### src/rtl/flag_pkg.sv
// Shared types for the C/Z flag context unit: branch condition codes and the
// flag pair that is stored, stacked and restored as one unit.
package flag_pkg;

  typedef enum logic [1:0] {
    BRCC = 2'b00,
    BRCS = 2'b01,
    BRNE = 2'b10,
    BREQ = 2'b11
  } cond_t;

  typedef struct packed {
    logic c;
    logic z;
  } flags_t;

  // True when the branch condition holds for the given flag pair.
  function automatic logic cond_eval(input cond_t cond, input flags_t f);
    logic hit;
    hit = 1'b0;
    case (cond)
      BRCC:    hit = ~f.c;
      BRCS:    hit = f.c;
      BRNE:    hit = ~f.z;
      BREQ:    hit = f.z;
      default: hit = 1'b0;
    endcase
    return hit;
  endfunction

endpackage

### src/rtl/flag_shadow_stack.sv
// LIFO of saved flag pairs for nested interrupts. Only the occupancy count is
// reset; entry storage is don't-care until written.
module flag_shadow_stack
  import flag_pkg::*;
#(
  parameter int unsigned DEPTH = 4
) (
  input  logic                         clk,
  input  logic                         RST,
  input  logic                         push,
  input  logic                         pop,
  input  flags_t                       din,
  output flags_t                       dout,
  output logic [$clog2(DEPTH+1)-1:0]   cnt,
  output logic                         full,
  output logic                         empty
);

  localparam int unsigned CW = $clog2(DEPTH + 1);
  localparam int unsigned AW = (DEPTH > 1) ? $clog2(DEPTH) : 1;

  flags_t          mem [DEPTH];
  logic [CW-1:0]   cnt_q;
  logic [AW-1:0]   wr_idx;
  logic [AW-1:0]   rd_idx;
  logic            do_push;
  logic            do_pop;

  assign full    = (cnt_q == CW'(DEPTH));
  assign empty   = (cnt_q == '0);
  assign wr_idx  = AW'(cnt_q);
  assign rd_idx  = AW'(cnt_q - CW'(1));

  // A simultaneous push and pop cancel out; overflowing pushes and empty pops are dropped.
  assign do_push = push && !pop && !full;
  assign do_pop  = pop && !push && !empty;

  assign dout    = empty ? flags_t'(2'b00) : mem[rd_idx];
  assign cnt     = cnt_q;

  always_ff @(posedge clk) begin
    if (RST) begin
      cnt_q <= '0;
    end else if (do_push) begin
      cnt_q <= cnt_q + CW'(1);
    end else if (do_pop) begin
      cnt_q <= cnt_q - CW'(1);
    end
  end

  always_ff @(posedge clk) begin
    if (do_push) begin
      mem[wr_idx] <= din;
    end
  end

endmodule

### src/rtl/flag_context_unit.sv
// Live C/Z flag registers with ALU load, SEC/CLC, interrupt save/restore via a
// shadow stack, sticky stack error flags and the branch-taken decision.
module flag_context_unit
  import flag_pkg::*;
#(
  parameter int unsigned DEPTH = 4
) (
  input  logic                         clk,
  input  logic                         RST,
  input  logic                         C_IN,
  input  logic                         Z_IN,
  input  logic                         FLG_C_LD,
  input  logic                         FLG_Z_LD,
  input  logic                         FLG_C_SET,
  input  logic                         FLG_C_CLR,
  input  logic                         FLG_SAVE,
  input  logic                         FLG_RESTORE,
  input  logic [1:0]                   COND,
  input  logic                         COND_VALID,
  output logic                         C_FLAG,
  output logic                         Z_FLAG,
  output logic                         BR_TAKEN,
  output logic [$clog2(DEPTH+1)-1:0]   SHAD_CNT,
  output logic                         SHAD_OVF,
  output logic                         SHAD_UNF
);

  flags_t flags_q;
  flags_t flags_nxt;
  flags_t stk_dout;
  logic   ovf_q;
  logic   ovf_nxt;
  logic   unf_q;
  logic   unf_nxt;
  logic   stk_full;
  logic   stk_empty;

  flag_shadow_stack #(
    .DEPTH (DEPTH)
  ) u_stack (
    .clk   (clk),
    .RST   (RST),
    .push  (FLG_SAVE),
    .pop   (FLG_RESTORE),
    .din   (flags_q),
    .dout  (stk_dout),
    .cnt   (SHAD_CNT),
    .full  (stk_full),
    .empty (stk_empty)
  );

  // Next-state priority: restore overrides all live updates; save+restore is a no-op.
  always_comb begin
    flags_nxt = flags_q;
    ovf_nxt   = ovf_q;
    unf_nxt   = unf_q;

    if (FLG_SAVE && FLG_RESTORE) begin
      flags_nxt = flags_q;
    end else if (FLG_RESTORE) begin
      if (stk_empty) begin
        flags_nxt = flags_t'(2'b00);
        unf_nxt   = 1'b1;
      end else begin
        flags_nxt = stk_dout;
      end
    end else begin
      if (FLG_C_CLR) begin
        flags_nxt.c = 1'b0;
      end else if (FLG_C_SET) begin
        flags_nxt.c = 1'b1;
      end else if (FLG_C_LD) begin
        flags_nxt.c = C_IN;
      end

      if (FLG_Z_LD) begin
        flags_nxt.z = Z_IN;
      end

      if (FLG_SAVE && stk_full) begin
        ovf_nxt = 1'b1;
      end
    end
  end

  always_ff @(posedge clk) begin
    if (RST) begin
      flags_q <= flags_t'(2'b00);
      ovf_q   <= 1'b0;
      unf_q   <= 1'b0;
    end else begin
      flags_q <= flags_nxt;
      ovf_q   <= ovf_nxt;
      unf_q   <= unf_nxt;
    end
  end

  assign C_FLAG   = flags_q.c;
  assign Z_FLAG   = flags_q.z;
  assign SHAD_OVF = ovf_q;
  assign SHAD_UNF = unf_q;

  // Branch decision reads only the registered flags, never the ALU inputs.
  assign BR_TAKEN = COND_VALID & cond_eval(cond_t'(COND), flags_q);

endmodule

### config.mk
export PLATFORM = sky130hd
export DESIGN_NAME = flag_context_unit
export DESIGN_NICKNAME = d
export VERILOG_FILES = /design/src/rtl/flag_pkg.sv /design/src/rtl/flag_shadow_stack.sv /design/src/rtl/flag_context_unit.sv
export SDC_FILE = /design/constraint.sdc
export NUM_CORES = 1
export LEC_CHECK = 0
export ABC_AREA = 1
export BUFFER_PORTS_ARGS = -buffer_cell sky130_fd_sc_hd__buf_2
export CELL_PAD_IN_SITES_DETAIL_PLACEMENT = 1
export CELL_PAD_IN_SITES_GLOBAL_PLACEMENT = 1
export CORE_ASPECT_RATIO = 0.6
export CORE_MARGIN = 2
export CORE_UTILIZATION = 33
export DETAILED_ROUTE_END_ITERATION = 8
export HOLD_SLACK_MARGIN = 0.12
export PLACE_DENSITY = 0.76
export SLEW_MARGIN = 0
export SYNTH_ARGS = -nofsm -noshare
export SYNTH_HDL_FRONTEND = slang
export SYNTH_SLANG_ARGS = --single-unit
### constraint.sdc
create_clock -name clk -period 1.6 [get_ports clk]
set_input_delay 0.16 -clock clk [delete_from_list [all_inputs] [get_ports clk]]
set_output_delay 0.16 -clock clk [all_outputs]
set_load 0.1 [all_outputs]
==> results of run 1 <==
## state kept, by name (all words and copies together) (netlist names)
signal and cells:
SHAD_UNF 1, C_FLAG 1, Z_FLAG 1, SHAD_OVF 1, u_stack.mem 8, u_stack.cnt 3
## logic make-up (layout without fill, tap and decap cells)
kind of cell / count (synthesis) / in the layout / synth area share [%]
buffers and inverters: 16 / 41 / 7.32
DFF: 15 / 15 / 46.3
and+or+nand+nor: 48 / 48 / 26.5
AOI/OAI and AO/OA: 17 / 17 / 11.1
adders and majority gates: 5 / 5 / 7.62
xor gates and xnor gates: 1 / 1 / 1.07
## Yosys cell counts
library cell  instances  area share, %
o31ai_1               1           0.91
o21a_1                1           0.91
dfxtp_1               7             17
nor2_2                1           0.76
inv_2                 2           0.91
xor2_1                1            1.1
a21oi_1               7            4.3
o21ai_0               5            3.0
o21ai_1               2            1.2
ha_1                  5            7.6
a31oi_1               1           0.76
nand2_1              25             11
nand2_2               2            1.5
nand3_4               1            2.1
nand2_4               1            1.4
edfxtp_1              8             29
nand3_1               7            4.3
inv_1                14            6.4
nor2_1               11            5.0
## final cells by class
| cell class | instances | area [um^2] | share of cell area, % |
|---|---|---|---|
| sequential | 15 | 397 | 36.9 |
| multi-input combinational | 71 | 409 | 38.1 |
| inverter | 16 | 60.1 | 5.59 |
| clock inverter | 1 | 5.00 | 0.466 |
| timing repair buffer | 21 | 125 | 11.6 |
| clock buffer | 3 | 41.3 | 3.84 |
| tap | 30 | 37.5 | 3.49 |
## report_power, final
group	switching (mW)	internal, mW
clock network	0.131	0.172
registers	0.0315	0.439
logic	0.306	0.107
## worst max-delay path, delay by kind of cell, from the launching register on
| family | cells | cell delay, ps |
|---|---|---|
| and+or+nand+nor | 3 | 470 |
| adders and majority gates | 1 | 230 |
| DFF | 1 | 400 |
| buffers and inverters | 1 | 90 |
## what timing repair did
item,CTS,global route
endpoints found under the hold margin,2,0
resized for setup,0,1
endpoints found under the setup margin,0,2
hold buffers,1,0
## worst min-delay path by stage
stage                     start              to  slack (ps)  depth (start not counted)
final                      Z_IN          Z_FLAG         230                          3
after detailed placement    RST  u_stack.cnt[2]         370                          2
after global placement      RST  u_stack.cnt[2]         360                          2
after floorplan             RST  u_stack.cnt[2]         220                          1
after global routing       Z_IN          Z_FLAG         250                          3
after CTS                  Z_IN          Z_FLAG         230                          3
## per-layer routing
| metal | share of wire, % | vias up | wire (um) |
|---|---|---|---|
| met5 | 0 | - | 0 |
| met1 | 51 | 335 | 1070 |
| met4 | 0 | 0 | 0 |
| met3 | 4.6 | 0 | 96 |
| met2 | 44 | 17 | 932 |
| li1 | - | 381 | - |
## metrics by stage
step	setup TNS (ps)	hold WS (ps)
6_report	0	231
5_1_grt	0	254
4_1_cts	0	232
3_5_place_dp	0	368
3_3_place_gp	0	362
2_1_floorplan	-48.6	222
==> impl_metrics.yaml, run 1 <==
grt:
  grt_max_degree: 11
  met2_usage_pct: 26.3
  grt_pass1_wl_um: 3580
  grt_use_met1_pct: 24.3
  antenna_found_initial: 0
  gr-usage-met3_pct: 5.65
  grt_most_used_layer: "met2"
  grt_overflow: 0
  grt_use_total_pct: 17.2
  grt_pass1_vias: 780
floorplan:
  fp.dieW_um: 68.4
  pin_count: 21
  dieHeight_um: 42.6
  core_mm2: 0.00226
  row_count: 13
  start_util_pct: 36.3
  die_area_mm2: 0.00292
clock_network:
  cts_made_buffers: 3
  cts_max_level: 1
  cts-root-buf: "clkbuf_8"
  cts_tree: "yes"
  cts.sinks: 15
  cts.path.max_buffers: 2
  clk_latency_ps: 250
  clk_pin_slew_worst_paths_ps: 60
  cts_setup_buffers: 0
timing:
  max_freq_mhz: 666
  fin_ws_ps: 98.9
  setup_viol: 0
  hold_viol_final: 0
  drv_slew: 0
  min_period_ps: 1500
  tightest_slew_ps: 486
  rsz0062_at_grt: "false"
  slew_headroom_pct: 67.9
  post-route-period-util_pct: 93.8
  fin_worst_skew_ps: 7.35
synth:
  ys_seq_area_share_pct: 46.3
  avgSynthCellArea_um2: 8.05
  synth_area_um2: 821
  yosys_warnings: 0
  ys_ff_latch: 15
  syn_inst: 102
  synthesis.nets: 120
  yosysUniqueCellTypes: 19
cells_and_area:
  antenna_cells: 0
  stdcell_area_mm2: 0.00107
  nets: 146
  mostFrequentLayoutCells: "nand2_1 (25), buf_2 (19), inv_1 (12)"
  layout-drive-gt1-share_pct: 33.1
  layout.cells.non_filler: 157
  fillers: 292
  area_growth_pct: 30.9
  post-route-util_pct: 47.5
  final_common_cell: "nand2_1"
critical_path:
  crit_start: "u_stack.cnt[0]"
  path_cells: "inv_2 -> ha_1 -> nand2_1 -> nand3_4 -> nor2_1"
  critical_path_class: "reg -> reg"
  slowest_stage: "dfxtp_4"
  ff2ff_setup_slack_ps: 100
  critPathCapture: "u_stack.mem[3][1]"
  r2r_start: "u_stack.cnt[0]"
  timing.rr.end: "u_stack.mem[3][1]"
  worstPathRequired_ps: 1540
  end_kind: "flop"
  reg2reg_depth: 5
  arrival_ps: 1440
  cp_max_fo: 10
  start_kind: "flop"
  cpPeakStageDelay_ps: 400
placed_design:
  hpwl_um: 1680
  dp_cells: 152
  dp_slack_ps: 99.6
  port-buffer-count: 20
  gp_congestion: 0.878
  place_area_mm2: 0.00102
detailed_routing:
  drtIter0Drc: 26
  ant_nets: 0
  wirelength_um: 2100
  wl_per_cell_um: 13.4
  num_vias: 733
  route.detailed.drc: 0
  via_per_inst: 4.67
  firstDrtPassIters: 3
run_status:
  status: "complete, no violations"
pwr:
  powerDensity_mw_per_mm2: 1100
  p_total_mw: 1.19
  p_leak_nw: 0.495
  peakVddDrop_mv: 0.430
worst_hold_path:
  hold_class: "in -> reg"
run:
  drv_cap: 0
Power figures use the tool's default switching activity.
==> run 2, diff against run 1 <==
--- a/config.mk
+++ b/config.mk
@@ -14,7 +14,7 @@
 export CORE_UTILIZATION = 33
 export DETAILED_ROUTE_END_ITERATION = 8
 export HOLD_SLACK_MARGIN = 0.12
-export PLACE_DENSITY = 0.76
+export PLACE_DENSITY = 0.82
 export SLEW_MARGIN = 0
 export SYNTH_ARGS = -nofsm -noshare
 export SYNTH_HDL_FRONTEND = slang
==> run 2 against run 1 <==
Combinational power increased by 2%; sequential share of layout area increased by 0.086 points; utilization decreased by 0.11 points; flip-flop and latch count unchanged; largest cell class unchanged; global-route usage increased by 1.0 points; die area unchanged; highest routed layer is now met4; critical endpoint is now u_stack.mem[1][0]; maximum frequency decreased by 2.3%; non-clock buffer count unchanged; wire length increased by 13%; critical path depth unchanged.
==> impl_metrics.yaml, run 2 (synthesis gave the netlist of run 1 again) <==
grt:
  grt_pass1_vias: 799
  grt_max_degree: 11
  grt_pass1_wl_um: 3730
  grt_overflow: 0
  grt_use_total_pct: 18.2
  antenna_found_initial: 0
floorplan:
  dieHeight_um: 42.6
  fp.dieW_um: 68.4
  die_area_mm2: 0.00292
  start_util_pct: 36.3
  pin_count: 21
  core_mm2: 0.00226
  row_count: 13
cells_and_area:
  antenna_cells: 0
  largest-register: "u_stack.mem"
  layout-drive-gt1-share_pct: 32.3
  mostFrequentLayoutCells: "nand2_1 (25), buf_2 (19), inv_1 (12)"
  nets: 146
  area_growth_pct: 30.6
  stdcell_area_mm2: 0.00107
  largest_reg_flops: 8
  final_common_cell: "nand2_1"
detailed_routing:
  firstDrtPassIters: 4
  wirelength_um: 2370
  ant_nets: 0
  num_vias: 762
  wl_per_cell_um: 15.1
  route.detailed.drc: 0
  drtIter0Drc: 44
  via_per_inst: 4.85
clock_network:
  cts.path.max_buffers: 2
  cts_setup_buffers: 0
  cts_max_level: 1
  ctsResizeCount: 0
  cts_tree: "yes"
  cts_made_buffers: 3
  cts.sinks: 15
  clk_latency_ps: 250
  clk_pin_slew_worst_paths_ps: 60
  cts-root-buf: "clkbuf_8"
timing:
  hold_viol_final: 0
  min_period_ps: 1540
  slew_headroom_pct: 67.9
  max_freq_mhz: 651
  drv_slew: 0
  rsz0062_at_grt: "true"
  setup_viol: 0
  tightest_slew_ps: 485
  post-route-period-util_pct: 96.1
  fin_worst_skew_ps: 3.98
placed_design:
  place_area_mm2: 0.00102
  gp_congestion: 0.856
  port-buffer-count: 20
  hpwl_um: 1930
pwr:
  pwr-share-clk_pct: 25.6
  p_leak_nw: 0.495
  seqPwrFrac_pct: 39.3
  swShare_pct: 40.2
  p_switching_uw: 482
  powerDensity_mw_per_mm2: 1120
  power_frac_comb_pct: 35.2
  intPower_uw: 718
  peakVddDrop_mv: 0.547
  p_total_mw: 1.20
critical_path:
  slowest_stage: "dfxtp_4"
  cpPeakStageDelay_ps: 400
  path_cells: "inv_2 -> ha_1 -> nand2_1 -> nand3_4 -> nor2_1"
  cp_max_fo: 10
  end_kind: "flop"
  worstPathRequired_ps: 1540
  crit_start: "u_stack.cnt[0]"
  critical_path_class: "reg -> reg"
  arrival_ps: 1480
  r2r_start: "u_stack.cnt[0]"
  start_kind: "flop"
worst_hold_path:
  hold_path_startpoint: "Z_IN"
  hold_class: "in -> reg"
run:
  drv_cap: 0
run_status:
  status: "complete, no violations"
[run 2: cell counts in the layout (fill, tap and decap cells not counted)]
No cell type changed its count.
[run 2: cell type report]
cell class                      instances  area, um^2
Clock buffer                            3        41.3
Clock inverter                          1        5.00
Tap cell                               30        37.5
Sequential cell                        15         397
Inverter                               16        60.1
Fill cell                             295        1190
Multi-Input combinational cell         71         407
Timing Repair Buffer                   21         125
[run 2: power groups by stage]
stage | Clock (mW) | Sequential (mW) | Combinational (mW)
floorplan | 0 | 0.604 | 0.182
global placement | 0 | 0.476 | 0.400
detailed placement | 0 | 0.480 | 0.415
CTS | 0.318 | 0.472 | 0.420
global route | 0.340 | 0.477 | 0.448
finish | 0.307 | 0.471 | 0.422
[run 2: worst paths after layout]
path	depth (start not counted)	to	slack, ps
setup / recovery	5	u_stack.mem[1][0]	60
hold reg to reg	2	SHAD_UNF	490
hold / removal	3	Z_FLAG	220
setup reg to reg	5	u_stack.mem[1][0]	60
[run 2: stage by stage]
| stage | hold slack [ps] | cells | setup TNS (ps) | worst slack, ps | util, % |
|---|---|---|---|---|---|
| after global placement | 362 | 152 | 0 | 182 | 44.9 |
| after detailed placement | 370 | 152 | 0 | 76.2 | 44.9 |
| after floorplan | 222 | 102 | -48.6 | -8.11 | - |
| final | 222 | 157 | 0 | 62.9 | 47.4 |
| after global routing | 248 | 157 | -35.7 | -11.4 | 47.4 |
| after CTS | 222 | 157 | 0 | 60.9 | 47.4 |
[run 2: what timing repair did]
item	CTS	global route
setup endpoints to repair	0	4
hold endpoints to repair	3	0
hold buffers	1	0
[run 2: critical path, delay by kind of cell (launching register included)]
family	cells	cell delay (ps)
and+or+nand+nor	3	510
DFF	1	400
adders and majority gates	1	230
buffers and inverters	1	90
[run 2: routing by layer]
metal / GRT usage [%] / vias to the layer above / wire, um
met5: 0 / - / 0
met4: 4.80 / 0 / 19
met3: 4.84 / 2 / 101
met2: 31.0 / 22 / 1170
li1: - / 379 / -
met1: 22.4 / 359 / 1080
